File: config.mk
export PLATFORM = sky130hd
export DESIGN_NAME = inccomp_driver_flat
export DESIGN_NICKNAME = d
export VERILOG_FILES = /design/src/rtl/inccomp_pkg.sv /design/src/rtl/inccomp_driver_if.sv /design/src/rtl/inccomp_driver_down_cnt.sv /design/src/rtl/inccomp_driver.sv /design/src/flat_wrapper.sv
export SDC_FILE = /design/constraint.sdc
export NUM_CORES = 1
export LEC_CHECK = 0
export ABC_CLOCK_PERIOD_IN_PS = 2950
export CORE_MARGIN = 1
export CORE_UTILIZATION = 47
export CTS_BUF_LIST = sky130_fd_sc_hd__clkbuf_4 sky130_fd_sc_hd__clkbuf_8 sky130_fd_sc_hd__clkbuf_16
export CTS_CLUSTER_DIAMETER = 30
export DETAILED_ROUTE_END_ITERATION = 8
export GPL_TIMING_DRIVEN = 0
export PLACE_DENSITY = 0.76
export REMOVE_ABC_BUFFERS = 1
export SETUP_SLACK_MARGIN = 0.5
export SLEW_MARGIN = 5
export SYNTH_ARGS = -nofsm -noshare
export SYNTH_HDL_FRONTEND = slang
export SYNTH_SLANG_ARGS = --single-unit
File: constraint.sdc
create_clock -name ck -period 2.95 [get_ports ck]
set_clock_uncertainty 0.2 [all_clocks]
set_input_delay 0.295 -clock ck [delete_from_list [all_inputs] [get_ports ck]]
set_output_delay 0.295 -clock ck [all_outputs]
set_load 0.1 [all_outputs]
File: src/rtl/inccomp_pkg.sv
// rtl/inccomp_pkg.sv - shared state encoding and defaults for inccomp driver and bench
package inccomp_pkg;
  localparam int WIDTH_DEF  = 8;
  localparam int SETTLE_DEF = 2;
  // settle counter only needs to hold 1..15
  localparam int SCNT_W     = 4;

  typedef enum logic [1:0] {
    ST_IDLE,
    ST_RUN,
    ST_SETTLE,
    ST_DONE
  } state_e;
endpackage

File: src/rtl/inccomp_driver_if.sv
// rtl/inccomp_driver_if.sv - request/drive/result bundle between a host and inccomp_driver
interface inccomp_driver_if import inccomp_pkg::*; #(
  parameter int WIDTH = WIDTH_DEF
);
  logic             start;
  logic [WIDTH-1:0] len_a;
  logic [WIDTH-1:0] len_b;
  logic [WIDTH-1:0] delay_b;
  logic [WIDTH-1:0] expected;
  logic [WIDTH-1:0] c;
  logic             inca;
  logic             incb;
  logic             busy;
  logic             done;
  logic             pass;

  modport master (
    input  start, len_a, len_b, delay_b, expected, c,
    output inca, incb, busy, done, pass
  );

  modport slave (
    output start, len_a, len_b, delay_b, expected, c,
    input  inca, incb, busy, done, pass
  );
endinterface

File: src/rtl/inccomp_driver_down_cnt.sv
// rtl/inccomp_driver_down_cnt.sv - loadable down-counter that saturates at zero
module down_cnt #(
  parameter int W = 8
) (
  input  logic         ck,
  input  logic         rst,
  input  logic         load_i,
  input  logic [W-1:0] load_val_i,
  input  logic         en_i,
  output logic [W-1:0] cnt_o,
  output logic         zero_o,
  output logic         zero_next_o
);
  logic [W-1:0] cnt_q;
  logic [W-1:0] cnt_d;

  // load wins over decrement; decrement never wraps past zero
  always_comb begin
    cnt_d = cnt_q;
    if (load_i) begin
      cnt_d = load_val_i;
    end else if (en_i && (cnt_q != '0)) begin
      cnt_d = cnt_q - W'(1);
    end
  end

  always_ff @(posedge ck or posedge rst) begin
    if (rst) begin
      cnt_q <= '0;
    end else begin
      cnt_q <= cnt_d;
    end
  end

  assign cnt_o       = cnt_q;
  assign zero_o      = (cnt_q == '0);
  assign zero_next_o = (cnt_d == '0);
endmodule

File: src/rtl/inccomp_driver.sv
// rtl/inccomp_driver.sv - drives INCA/INCB pulse trains into inccomp and checks its C output
module inccomp_driver import inccomp_pkg::*; #(
  parameter int WIDTH  = WIDTH_DEF,
  parameter int SETTLE = SETTLE_DEF
) (
  input  logic ck,
  input  logic rst,
  inccomp_driver_if.master bus
);
  state_e           state_q;
  logic             pass_q;
  logic [WIDTH-1:0] exp_q;

  logic             a_zero, a_zero_nx;
  logic             b_zero, b_zero_nx;
  logic             dly_zero;
  logic [SCNT_W-1:0] scnt;
  logic [WIDTH-1:0] cnt_a_unused, cnt_b_unused, dly_unused;
  logic             dly_unused_nx, scnt_unused_zero, scnt_unused_nx;

  logic accept, in_run, in_settle, zero_len, run_end, settle_last;

  assign accept      = (state_q == ST_IDLE) && bus.start;
  assign in_run      = (state_q == ST_RUN);
  assign in_settle   = (state_q == ST_SETTLE);
  assign zero_len    = (bus.len_a == '0) && (bus.len_b == '0);
  // a pending delay with nothing left on B does not keep RUN alive
  assign run_end     = in_run && a_zero_nx && b_zero_nx;
  assign settle_last = in_settle && (scnt == SCNT_W'(1));

  down_cnt #(.W(WIDTH)) u_cnt_a (
    .ck(ck), .rst(rst),
    .load_i(accept), .load_val_i(bus.len_a), .en_i(in_run),
    .cnt_o(cnt_a_unused), .zero_o(a_zero), .zero_next_o(a_zero_nx)
  );

  down_cnt #(.W(WIDTH)) u_cnt_b (
    .ck(ck), .rst(rst),
    .load_i(accept), .load_val_i(bus.len_b), .en_i(in_run && dly_zero),
    .cnt_o(cnt_b_unused), .zero_o(b_zero), .zero_next_o(b_zero_nx)
  );

  down_cnt #(.W(WIDTH)) u_dly (
    .ck(ck), .rst(rst),
    .load_i(accept), .load_val_i(bus.delay_b), .en_i(in_run),
    .cnt_o(dly_unused), .zero_o(dly_zero), .zero_next_o(dly_unused_nx)
  );

  down_cnt #(.W(SCNT_W)) u_scnt (
    .ck(ck), .rst(rst),
    .load_i((accept && zero_len) || run_end), .load_val_i(SCNT_W'(SETTLE)),
    .en_i(in_settle),
    .cnt_o(scnt), .zero_o(scnt_unused_zero), .zero_next_o(scnt_unused_nx)
  );

  always_ff @(posedge ck or posedge rst) begin
    if (rst) begin
      state_q <= ST_IDLE;
      pass_q  <= 1'b0;
      exp_q   <= '0;
    end else begin
      case (state_q)
        ST_IDLE: begin
          if (bus.start) begin
            exp_q   <= bus.expected;
            pass_q  <= 1'b0;
            state_q <= zero_len ? ST_SETTLE : ST_RUN;
          end
        end
        ST_RUN: begin
          if (run_end) begin
            state_q <= ST_SETTLE;
          end
        end
        ST_SETTLE: begin
          if (settle_last) begin
            pass_q  <= (bus.c == exp_q);
            state_q <= ST_DONE;
          end
        end
        default: begin
          state_q <= ST_IDLE;
        end
      endcase
    end
  end

  // pulse outputs decode straight from registered state so they fall with rst
  assign bus.inca = in_run && !a_zero;
  assign bus.incb = in_run && dly_zero && !b_zero;
  assign bus.busy = (state_q != ST_IDLE);
  assign bus.done = (state_q == ST_DONE);
  assign bus.pass = pass_q;
endmodule

File: src/flat_wrapper.sv
// flat-port wrapper written by rule: the top's interface ports become plain ports
module inccomp_driver_flat import inccomp_pkg::*;
#(
  parameter int WIDTH  = WIDTH_DEF,
  parameter int SETTLE = SETTLE_DEF
)
  (ck, rst, bus_start, bus_len_a, bus_len_b, bus_delay_b, bus_expected, bus_c, bus_inca, bus_incb, bus_busy, bus_done, bus_pass);
  inccomp_driver_if #(.WIDTH(WIDTH)) bus_i ();
  input  logic ck;
  input  logic rst;
  input wire logic [$bits(bus_i.start)-1:0] bus_start;
  input wire logic [$bits(bus_i.len_a)-1:0] bus_len_a;
  input wire logic [$bits(bus_i.len_b)-1:0] bus_len_b;
  input wire logic [$bits(bus_i.delay_b)-1:0] bus_delay_b;
  input wire logic [$bits(bus_i.expected)-1:0] bus_expected;
  input wire logic [$bits(bus_i.c)-1:0] bus_c;
  output wire logic [$bits(bus_i.inca)-1:0] bus_inca;
  output wire logic [$bits(bus_i.incb)-1:0] bus_incb;
  output wire logic [$bits(bus_i.busy)-1:0] bus_busy;
  output wire logic [$bits(bus_i.done)-1:0] bus_done;
  output wire logic [$bits(bus_i.pass)-1:0] bus_pass;
  assign bus_i.start = bus_start;
  assign bus_i.len_a = bus_len_a;
  assign bus_i.len_b = bus_len_b;
  assign bus_i.delay_b = bus_delay_b;
  assign bus_i.expected = bus_expected;
  assign bus_i.c = bus_c;
  assign bus_inca = bus_i.inca;
  assign bus_incb = bus_i.incb;
  assign bus_busy = bus_i.busy;
  assign bus_done = bus_i.done;
  assign bus_pass = bus_i.pass;
  inccomp_driver #(.WIDTH(WIDTH), .SETTLE(SETTLE)) u_core (.ck(ck), .rst(rst), .bus(bus_i));
endmodule
==> results of run 1 <==
[stage by stage]
step / setup WS, ns / setup TNS (ns)
2_1_floorplan: -0.9133 / -4.646
3_3_place_gp: -1.003 / -5.605
3_5_place_dp: -0.9545 / -5.294
4_1_cts: -0.1781 / -0.6061
5_1_grt: -0.3618 / -1.863
6_report: -0.2935 / -1.284
[power by group through the flow]
stage          Sequential [W]  Combinational, W  Clock, W
2_1_floorplan        0.000995           0.00110         0
3_3_place_gp          0.00104           0.00137         0
3_5_place_dp          0.00106           0.00141         0
4_1_cts               0.00110           0.00164  0.000410
5_1_grt               0.00115           0.00190  0.000430
6_report              0.00112           0.00174  0.000403
[cell families (layout without fill, tap and decap cells)]
family / Yosys count / in the layout / synth area share [%]
fa+ha+maj: 12 / 12 / 6.119
flops: 39 / 39 / 39.78
xor+xnor: 20 / 20 / 7.139
compound gates: 53 / 53 / 14.28
mux: 3 / 3 / 1.275
buf+inv: 25 / 84 / 3.875
simple gates: 131 / 132 / 27.54
[state kept, by name (all words and copies together) (netlist names)]
signal and flops:
u_core.bus.pass 1, u_core.exp_q 8, u_core.state_q 2, u_core.u_cnt_a.cnt_o 8, u_core.u_cnt_b.cnt_o 8, u_core.u_dly.cnt_o 8, u_core.u_scnt.cnt_o 4
[Yosys cell counts (2+ instances only)]
cell      number
nand2_1       53
dfrtp_1       39
nor2_1        28
inv_1         17
o21ai_1       14
ha_1          12
xnor2_1       12
a31oi_1       10
a21oi_1        8
xor2_1         8
nor3_1         7
nor4_1         7
clkbuf_1       6
or4_1          6
a21o_1         4
o31ai_1        4
nand3_1        3
or2_2          3
or3_1          3
a211o_1        2
a211oi_1       2
and3_1         2
mux2i_1        2
nand4_1        2
o21ai_0        2
or3b_1         2
or4_4          2
[repair_timing]
| item | CTS | global route |
|---|---|---|
| gates resized for setup | 52 | 5 |
| endpoints found under the hold margin | 0 | 0 |
| setup endpoints to repair | 14 | 9 |
| cloned | 1 | 0 |
| buffers inserted | 8 | 4 |
| hold buffers | 0 | 0 |
| pin swaps | 9 | 8 |
[critical path: stages (launching register included)]
cell and delay [ns]:
dfrtp_1 0.39, inv_2 0.09, ha_4 0.14, or4bb_4 0.54
a211oi_4 0.25, buf_4 0.18, or4b_4 0.47, a31oi_4 0.15
or4_4 0.17, nor4_4 0.04, o21ai_2 0.18, mux2_4 0.33
[routing by layer]
layer	routed length (um)	vias to the layer above
met4	120	0
met3	339	12
met5	0	-
li1	-	1111
met2	3367	67
met1	2736	1118
[final timing paths]
path                                        from                      to  slack (ns)
min in group ck                  u_core.exp_q[7]         u_core.exp_q[7]        0.30
min                                          rst  u_core.u_scnt.cnt_o[0]        0.29
max reg2reg                u_core.u_dly.cnt_o[1]       u_core.state_q[1]       -0.29
min reg2reg                      u_core.exp_q[7]         u_core.exp_q[7]        0.30
max                        u_core.u_dly.cnt_o[1]       u_core.state_q[1]       -0.29
max in group asynchronous                    rst       u_core.state_q[0]        1.69
[layout make-up]
| class | count | area (um2) | area share, % |
|---|---|---|---|
| Clock buffer | 8 | 103.9 | 3.081 |
| Sequential cell | 39 | 977.2 | 28.99 |
| Multi-Input combinational cell | 220 | 1585 | 47.03 |
| Timing Repair Buffer | 59 | 556.8 | 16.52 |
| Tap cell | 67 | 83.83 | 2.487 |
| Inverter | 17 | 63.81 | 1.893 |
==> results.toml, run 1 <==
[power]
sequentialPowerShare_pct = 34.3
intPower_w = 0.001765
ir_drop_mv = 0.7693
p_sw_w = 0.001493
p_sw_share_pct = 45.82
p_leak_nw = 1.402
p_clk_share_pct = 12.4
combPwrFrac_pct = 53.3
total_power_w = 0.003257
power_density_mw_per_mm2 = 966.3

[detailed_routing]
drcViolationCount = 0
wl_per_cell_um = 16.01
drtAntennaViolNets = 0
wirelength_mm = 6.563
vias = 2308
first_pass_iters = 4
drtIter0Drc = 112
vias_per_cell = 5.629

[global_route]
grtUsageMet3_pct = 3.794
grt_pass1_vias = 2229
gr-max-usage-layer = "met2"
use_met1_pct = 31.01
grt_pass1_wl_mm = 10.24
overflow = 0
grt_antenna_before_repair = 0
use_met2_pct = 44.04
grt_max_degree = 40
track_usage_pct = 24.91

[clocking]
cts_root_buf = "clkbuf_8"
clock_latency_ns = 0.29
h-tree-depth = 2
clkTransAtPathRegs_ns = 0.08
tritoncts = "done"
cts_sinks = 39
cts_buffer_depth = 2
cts_buffers = 5

[sta]
fin_crit_ns = 3.244
finalMaxSlewViolations = 0
rsz0062_at_grt = "true"
whs_ns = 0.2907
setup_viol = 6
fin_crit_sh_pct = 110.0
tightest_slew_ns = 0.9668
maxSlewHeadroom_pct = 35.34
layout_setup_ws_ns = -0.2935
hold_viol = 0
max_freq_ghz = 0.3083

[logic_synthesis]
yosysWarnings = 0
synthCells = 283
synth_edf_count = 0
async_flop_share_pct = 100.0
synthTopCellsByArea = "dfrtp_1 40%, nand2_1 8.1%, ha_1 6.1%"
yosysSeqAreaShare_pct = 39.78
syn-cell-area_mm2 = 0.002454
ys_seq_elements = 39
synth.largest_area_cell = "dfrtp_1"
synth_top_area_share_pct = 39.78
avgSynthCellArea_um2 = 8.670
synthDistinctLibCells = 50
yosys_most_used_dff = "dfrtp_1"

[die]
die-area_mm2 = 0.005513
initial_core_util_pct = 50.28
rows = 25
core_mm2 = 0.004880
dieWidth_um = 74.25
die_h_um = 74.25
ios = 48

[final_layout]
fin_cells = 410
area_growth_pct = 37.38
nets = 397
drive_gt1_share_pct = 18.66
final_util_pct = 69.08
n_fill_cell = 407
diodes = 0
fin_area_mm2 = 0.003371
layout_commonest_cell = "nand2_1"
layout_common_cells = "51 x nand2_1, 43 x clkdlybuf4s50_1, 38 x dfrtp_1, 26 x nor2_1"

[critical_path]
rr_worst_depth = 11
crit_fanout = 3
cp-end-kind = "flop"
path_class = "reg -> reg"
cp.required_ns = 2.92
arrival_ns = 3.21
crit_path_start_kind = "flop"

[placement]
globalplace.congestion = 0.8662
dpl-instance-area_mm2 = 0.002977
io_buffers = 47
dp_cells = 389
place_hpwl_mm = 3.987

[status]
violations = "setup timing"
outcome = "finished, violations left"

[job]
drv_cap = 0

[hold_path]
hold_path.class = "in -> async"
No activity file was read; power rests on OpenSTA's default activity.
==> inputs of run 2 (changes only) <==
--- a/config.mk
+++ b/config.mk
@@ -6,6 +6,7 @@
 export NUM_CORES = 1
 export LEC_CHECK = 0
 export ABC_CLOCK_PERIOD_IN_PS = 2950
+export CAP_MARGIN = 20
 export CORE_MARGIN = 1
 export CORE_UTILIZATION = 47
 export CTS_BUF_LIST = sky130_fd_sc_hd__clkbuf_4 sky130_fd_sc_hd__clkbuf_8 sky130_fd_sc_hd__clkbuf_16
==> results.toml, run 2 (synthesis results as in run 1) <==
[status]
outcome = "finished, violations left"
violations = "setup timing"

[sta]
layout_setup_ws_ns = -0.2637
finalMaxSlewViolations = 0
rsz0062_at_grt = "true"
maxSlewHeadroom_pct = 35.81
fin_crit_sh_pct = 108.9
tightest_slew_ns = 0.9598
fin_crit_ns = 3.214
max_freq_ghz = 0.3112
hold_viol = 0
setup_viol = 6

[power]
p_leak_nw = 1.428
ir_drop_mv = 0.5906
power_density_mw_per_mm2 = 959.8
combPwrFrac_pct = 54.2
sequentialPowerShare_pct = 33.6
p_clk_share_pct = 12.2
p_sw_share_pct = 44.92
intPower_w = 0.001816
p_sw_w = 0.001481

[die]
initial_core_util_pct = 50.28
rows = 25
die_h_um = 74.25
ios = 48
core_mm2 = 0.004880
dieWidth_um = 74.25
die-area_mm2 = 0.005513

[critical_path]
cp-end-kind = "flop"
crit_start = "u_core.state_q[1]"
rr_worst_depth = 13
reg2reg_slack_ns = -0.26
r2r_end = "u_core.state_q[1]"
arrival_ns = 3.18
crit_path_start_kind = "flop"
cp.required_ns = 2.92
path_class = "reg -> reg"
crit_fanout = 5
cp-endpoint = "u_core.state_q[1]"
rr_startpoint = "u_core.state_q[1]"

[clocking]
cts_root_buf = "clkbuf_8"
clock_latency_ns = 0.28
cts_buffer_depth = 2
tritoncts = "done"
cts_sinks = 39
clkTransAtPathRegs_ns = 0.07
cts_buffers = 5
h-tree-depth = 2

[placement]
dp_cells = 391
place_hpwl_mm = 4.078
io_buffers = 47
globalplace.congestion = 0.8662

[final_layout]
fin_cells = 412
nets = 399
layout_commonest_cell = "nand2_1"
diodes = 0
drive_gt1_share_pct = 19.42
final_util_pct = 70.38
layout_common_cells = "50 x nand2_1, 43 x clkdlybuf4s50_1, 38 x dfrtp_1, 27 x nor2_1, 13 x o21ai_1"
area_growth_pct = 39.98

[global_route]
overflow = 0
grt_max_degree = 40
track_usage_pct = 23.66
grt_antenna_before_repair = 0
grt_pass1_wl_mm = 9.853
grt_pass1_vias = 2151

[detailed_routing]
drtAntennaViolNets = 0
vias = 2262
vias_per_cell = 5.490
drcViolationCount = 0
drtIter0Drc = 127
wirelength_mm = 6.079
wl_per_cell_um = 14.75
first_pass_iters = 4

[hold_path]
hold_path.class = "in -> async"

[job]
drv_cap = 0
-- run 2: critical path, stage by stage (launching register included) --
cell and delay, ns:
dfrtp_1 0.40, inv_2 0.11, ha_4 0.18, or4bb_4 0.47, a211oi_4 0.18, buf_6 0.16
buf_4 0.11, buf_4 0.10, xnor2_1 0.10, a21o_1 0.16, o2111ai_2 0.16, nor4_4 0.33
o21ai_2 0.12, mux2_4 0.31
-- run 2: timing repair --
item                       in CTS  in global routing
setup endpoints to repair      12                 10
hold buffers                    0                  0
resized for setup              42                 22
pin swaps                       6                 10
setup buffers                   7                  6
-- run 2: layout make-up --
type,count,area [um2]
Multi-Input combinational cell,219,1583
Fill cell,388,1445
Sequential cell,39,977.2
Timing Repair Buffer,62,623.1
Clock buffer,8,103.9
Tap cell,67,83.83
Inverter,17,63.81
-- run 2: metal layers --
metal  vias to the layer above  wire (um)  GRT usage (%)
met1                      1068       2684          30.84
li1                       1114          -              -
met3                        12        306          3.930
met2                        68       2963          39.29
met5                         -          0              0
met4                         0        124          9.644
-- run 2: power by group through the flow --
| stage | clock [W] | sequential, W | combinational (W) |
|---|---|---|---|
| after floorplan | 0 | 0.000995 | 0.00110 |
| after global placement | 0 | 0.00104 | 0.00137 |
| after detailed placement | 0 | 0.00106 | 0.00145 |
| after CTS | 0.000411 | 0.00109 | 0.00162 |
| after global routing | 0.000429 | 0.00114 | 0.00197 |
| final | 0.000403 | 0.00111 | 0.00179 |
-- run 2: how the worst min path moves through the flow --
| stage | start | endpoint | slack (ns) | cells after the start |
|---|---|---|---|---|
| 2_1_floorplan | bus_expected[0] | u_core.exp_q[0] | 0.20 | 2 |
| 3_3_place_gp | u_core.bus.pass | u_core.bus.pass | 0.27 | 2 |
| 3_5_place_dp | u_core.exp_q[7] | u_core.exp_q[7] | 0.28 | 2 |
| 4_1_cts | u_core.exp_q[7] | u_core.exp_q[7] | 0.30 | 2 |
| 5_1_grt | u_core.exp_q[6] | u_core.exp_q[6] | 0.32 | 2 |
| 6_report | rst | u_core.u_scnt.cnt_o[0] | 0.29 | 2 |
-- run 2: per-stage QoR --
step	hold WS (ns)	setup WS [ns]	area (um2)	power, W	setup TNS [ns]
final	0.2864	-0.2637	3435	0.003297	-1.152
after CTS	0.3007	-0.1924	3321	0.003121	-0.9153
after global routing	0.3190	-0.4003	3435	0.003536	-1.892
after detailed placement	0.2829	-0.6683	3019	0.002505	-3.600
after floorplan	0.2004	-0.9133	2422	0.002100	-4.646
after global placement	0.2734	-1.003	2977	0.002404	-5.605
==> inputs of run 3 (changes only) <==
--- a/config.mk
+++ b/config.mk
@@ -13,6 +13,7 @@
 export CTS_CLUSTER_DIAMETER = 30
 export DETAILED_ROUTE_END_ITERATION = 8
 export GPL_TIMING_DRIVEN = 0
+export MAX_ROUTING_LAYER = met4
 export PLACE_DENSITY = 0.76
 export REMOVE_ABC_BUFFERS = 1
 export SETUP_SLACK_MARGIN = 0.5
==> results.toml, run 3 (synthesis results as in run 1) <==
[die]
initial_core_util_pct = 50.28
ios = 48
core_mm2 = 0.004880
rows = 25
die_h_um = 74.25
die-area_mm2 = 0.005513
dieWidth_um = 74.25

[final_layout]
diodes = 0
area_growth_pct = 39.67
nets = 398
multi_input_area_mm2 = 0.001583
n_fill_cell = 390
layout.area.seq_um2 = 977.2
layout_commonest_cell = "nand2_1"
layout_common_cells = "50 x nand2_1, 43 x clkdlybuf4s50_1, 38 x dfrtp_1, 27 x nor2_1, 13 x o21ai_1"
drive_gt1_share_pct = 19.19

[detailed_routing]
first_pass_iters = 4
drcViolationCount = 0
vias = 2254
vias_per_cell = 5.484
drtIter0Drc = 116
drtAntennaViolNets = 0
wirelength_mm = 6.069
wl_per_cell_um = 14.77

[global_route]
track_usage_pct = 24.39
grt_max_degree = 40
grt_antenna_before_repair = 0
overflow = 0
grt_pass1_wl_mm = 9.853
grt_pass1_vias = 2152

[status]
outcome = "finished, violations left"
violations = "setup timing"

[clocking]
clock_latency_ns = 0.28
cts_root_buf = "clkbuf_8"
clkTransAtPathRegs_ns = 0.08
cts_sinks = 39
cts_buffer_depth = 2
hold_buffers = 0
h-tree-depth = 2
tritoncts = "done"
cts_buffers = 5

[sta]
tightest_slew_ns = 0.9598
maxSlewHeadroom_pct = 35.81
rsz0062_at_grt = "true"
whs_ns = 0.2865
tns_ns = -1.116
finalMaxSlewViolations = 0
hold_viol = 0
layout_setup_ws_ns = -0.2584
setup_viol = 6
max_freq_ghz = 0.3117
fin_crit_ns = 3.208
fin_crit_sh_pct = 108.8

[critical_path]
crit_fanout = 5
crit_start = "u_core.state_q[1]"
cp_slowest_cell = "or4bb_4"
arrival_ns = 3.18
cp_common_cell = "buf_4"
slowest_delay_ns = 0.47
path_class = "reg -> reg"
reg2reg_slack_ns = -0.26
cp_cell_sequence = "inv_2 > ha_4 > or4bb_4 > a211oi_4 > buf_6 > buf_4 > buf_4 > xnor2_1 > a21o_1 > o2111ai_2 > nor4_4 > o21ai_2 > mux2_4"
cp.required_ns = 2.92
crit_path_start_kind = "flop"
rr_startpoint = "u_core.state_q[1]"
cp-end-kind = "flop"

[power]
sequentialPowerShare_pct = 33.7
p_sw_share_pct = 45.04
p_sw_w = 0.001480
p_leak_nw = 1.423
intPower_w = 0.001806
ir_drop_mv = 0.5910
combPwrFrac_pct = 54.0
power_density_mw_per_mm2 = 958.8
p_clk_share_pct = 12.4

[placement]
globalplace.congestion = 0.8802
io_buffers = 47
place_hpwl_mm = 4.078

[job]
drv_cap = 0

[hold_path]
hold_path.class = "in -> async"
==> run 3: cell types whose count changed in the layout (fill, tap and decap cells not counted) <==
cell   delta
buf_4     -1
==> run 3: through the flow <==
stage | cell area, um2 | total power, W | instances | setup WS [ns] | utilization [%]
after floorplan | 2422 | 0.002100 | 275 | -0.9133 | -
after global placement | 2977 | 0.002404 | 389 | -1.003 | 61.00
after detailed placement | 3019 | 0.002505 | 391 | -0.6683 | 61.87
after CTS | 3321 | 0.003121 | 406 | -0.1924 | 68.05
after global routing | 3427 | 0.003520 | 411 | -0.4003 | 70.23
final | 3427 | 0.003286 | 411 | -0.2584 | 70.23
==> run 3: repair_timing <==
action,in CTS,in global routing
setup buffers,7,5
gates resized for setup,42,22
pin swaps,6,10
endpoints found under the setup margin,12,10
==> run 3: path summary, 6_finish.rpt <==
| kind | end | cells past startpoint |
|---|---|---|
| max | u_core.state_q[1] | 13 |
| min | u_core.u_scnt.cnt_o[0] | 2 |
| max reg2reg | u_core.state_q[1] | 13 |
| min reg2reg | u_core.exp_q[7] | 2 |
| max in group asynchronous | u_core.state_q[0] | 2 |
| min in group ck | u_core.exp_q[7] | 2 |
==> run 3: layout make-up <==
class                   instances  share of cell area, %
flip-flops and latches         39                  28.51
repair buffers                 61                  17.96
well taps                      67                  2.446
multi-input cells             219                  46.18
clock buffers                   8                  3.030
inverters                      17                  1.862
==> run 3: worst max-delay path: cells and delay by family (launching register included) <==
| kind | cells | cell delay [ns] |
|---|---|---|
| AO/OA/AOI/OAI | 4 | 0.62 |
| XOR/XNOR | 1 | 0.10 |
| adder cells (fa/ha/maj) | 1 | 0.17 |
| buffers and inverters | 4 | 0.48 |
| flip-flops | 1 | 0.40 |
| multiplexers | 1 | 0.31 |
| AND/OR/NAND/NOR | 2 | 0.80 |
==> run 3: routing by layer <==
layer,global-route usage (%),wire [um],up-vias
met2,39.29,3010,74
met1,30.75,2606,1057
met3,3.930,326,12
met4,9.644,125,0
met5,-,0,-
li1,-,-,1111
==> run 3: power groups by stage <==
| stage | logic (W) | registers (W) | clock network [W] |
|---|---|---|---|
| floorplan | 0.00110 | 0.000995 | 0 |
| global placement | 0.00137 | 0.00104 | 0 |
| detailed placement | 0.00145 | 0.00106 | 0 |
| CTS | 0.00162 | 0.00109 | 0.000411 |
| global route | 0.00195 | 0.00114 | 0.000427 |
| finish | 0.00177 | 0.00111 | 0.000406 |
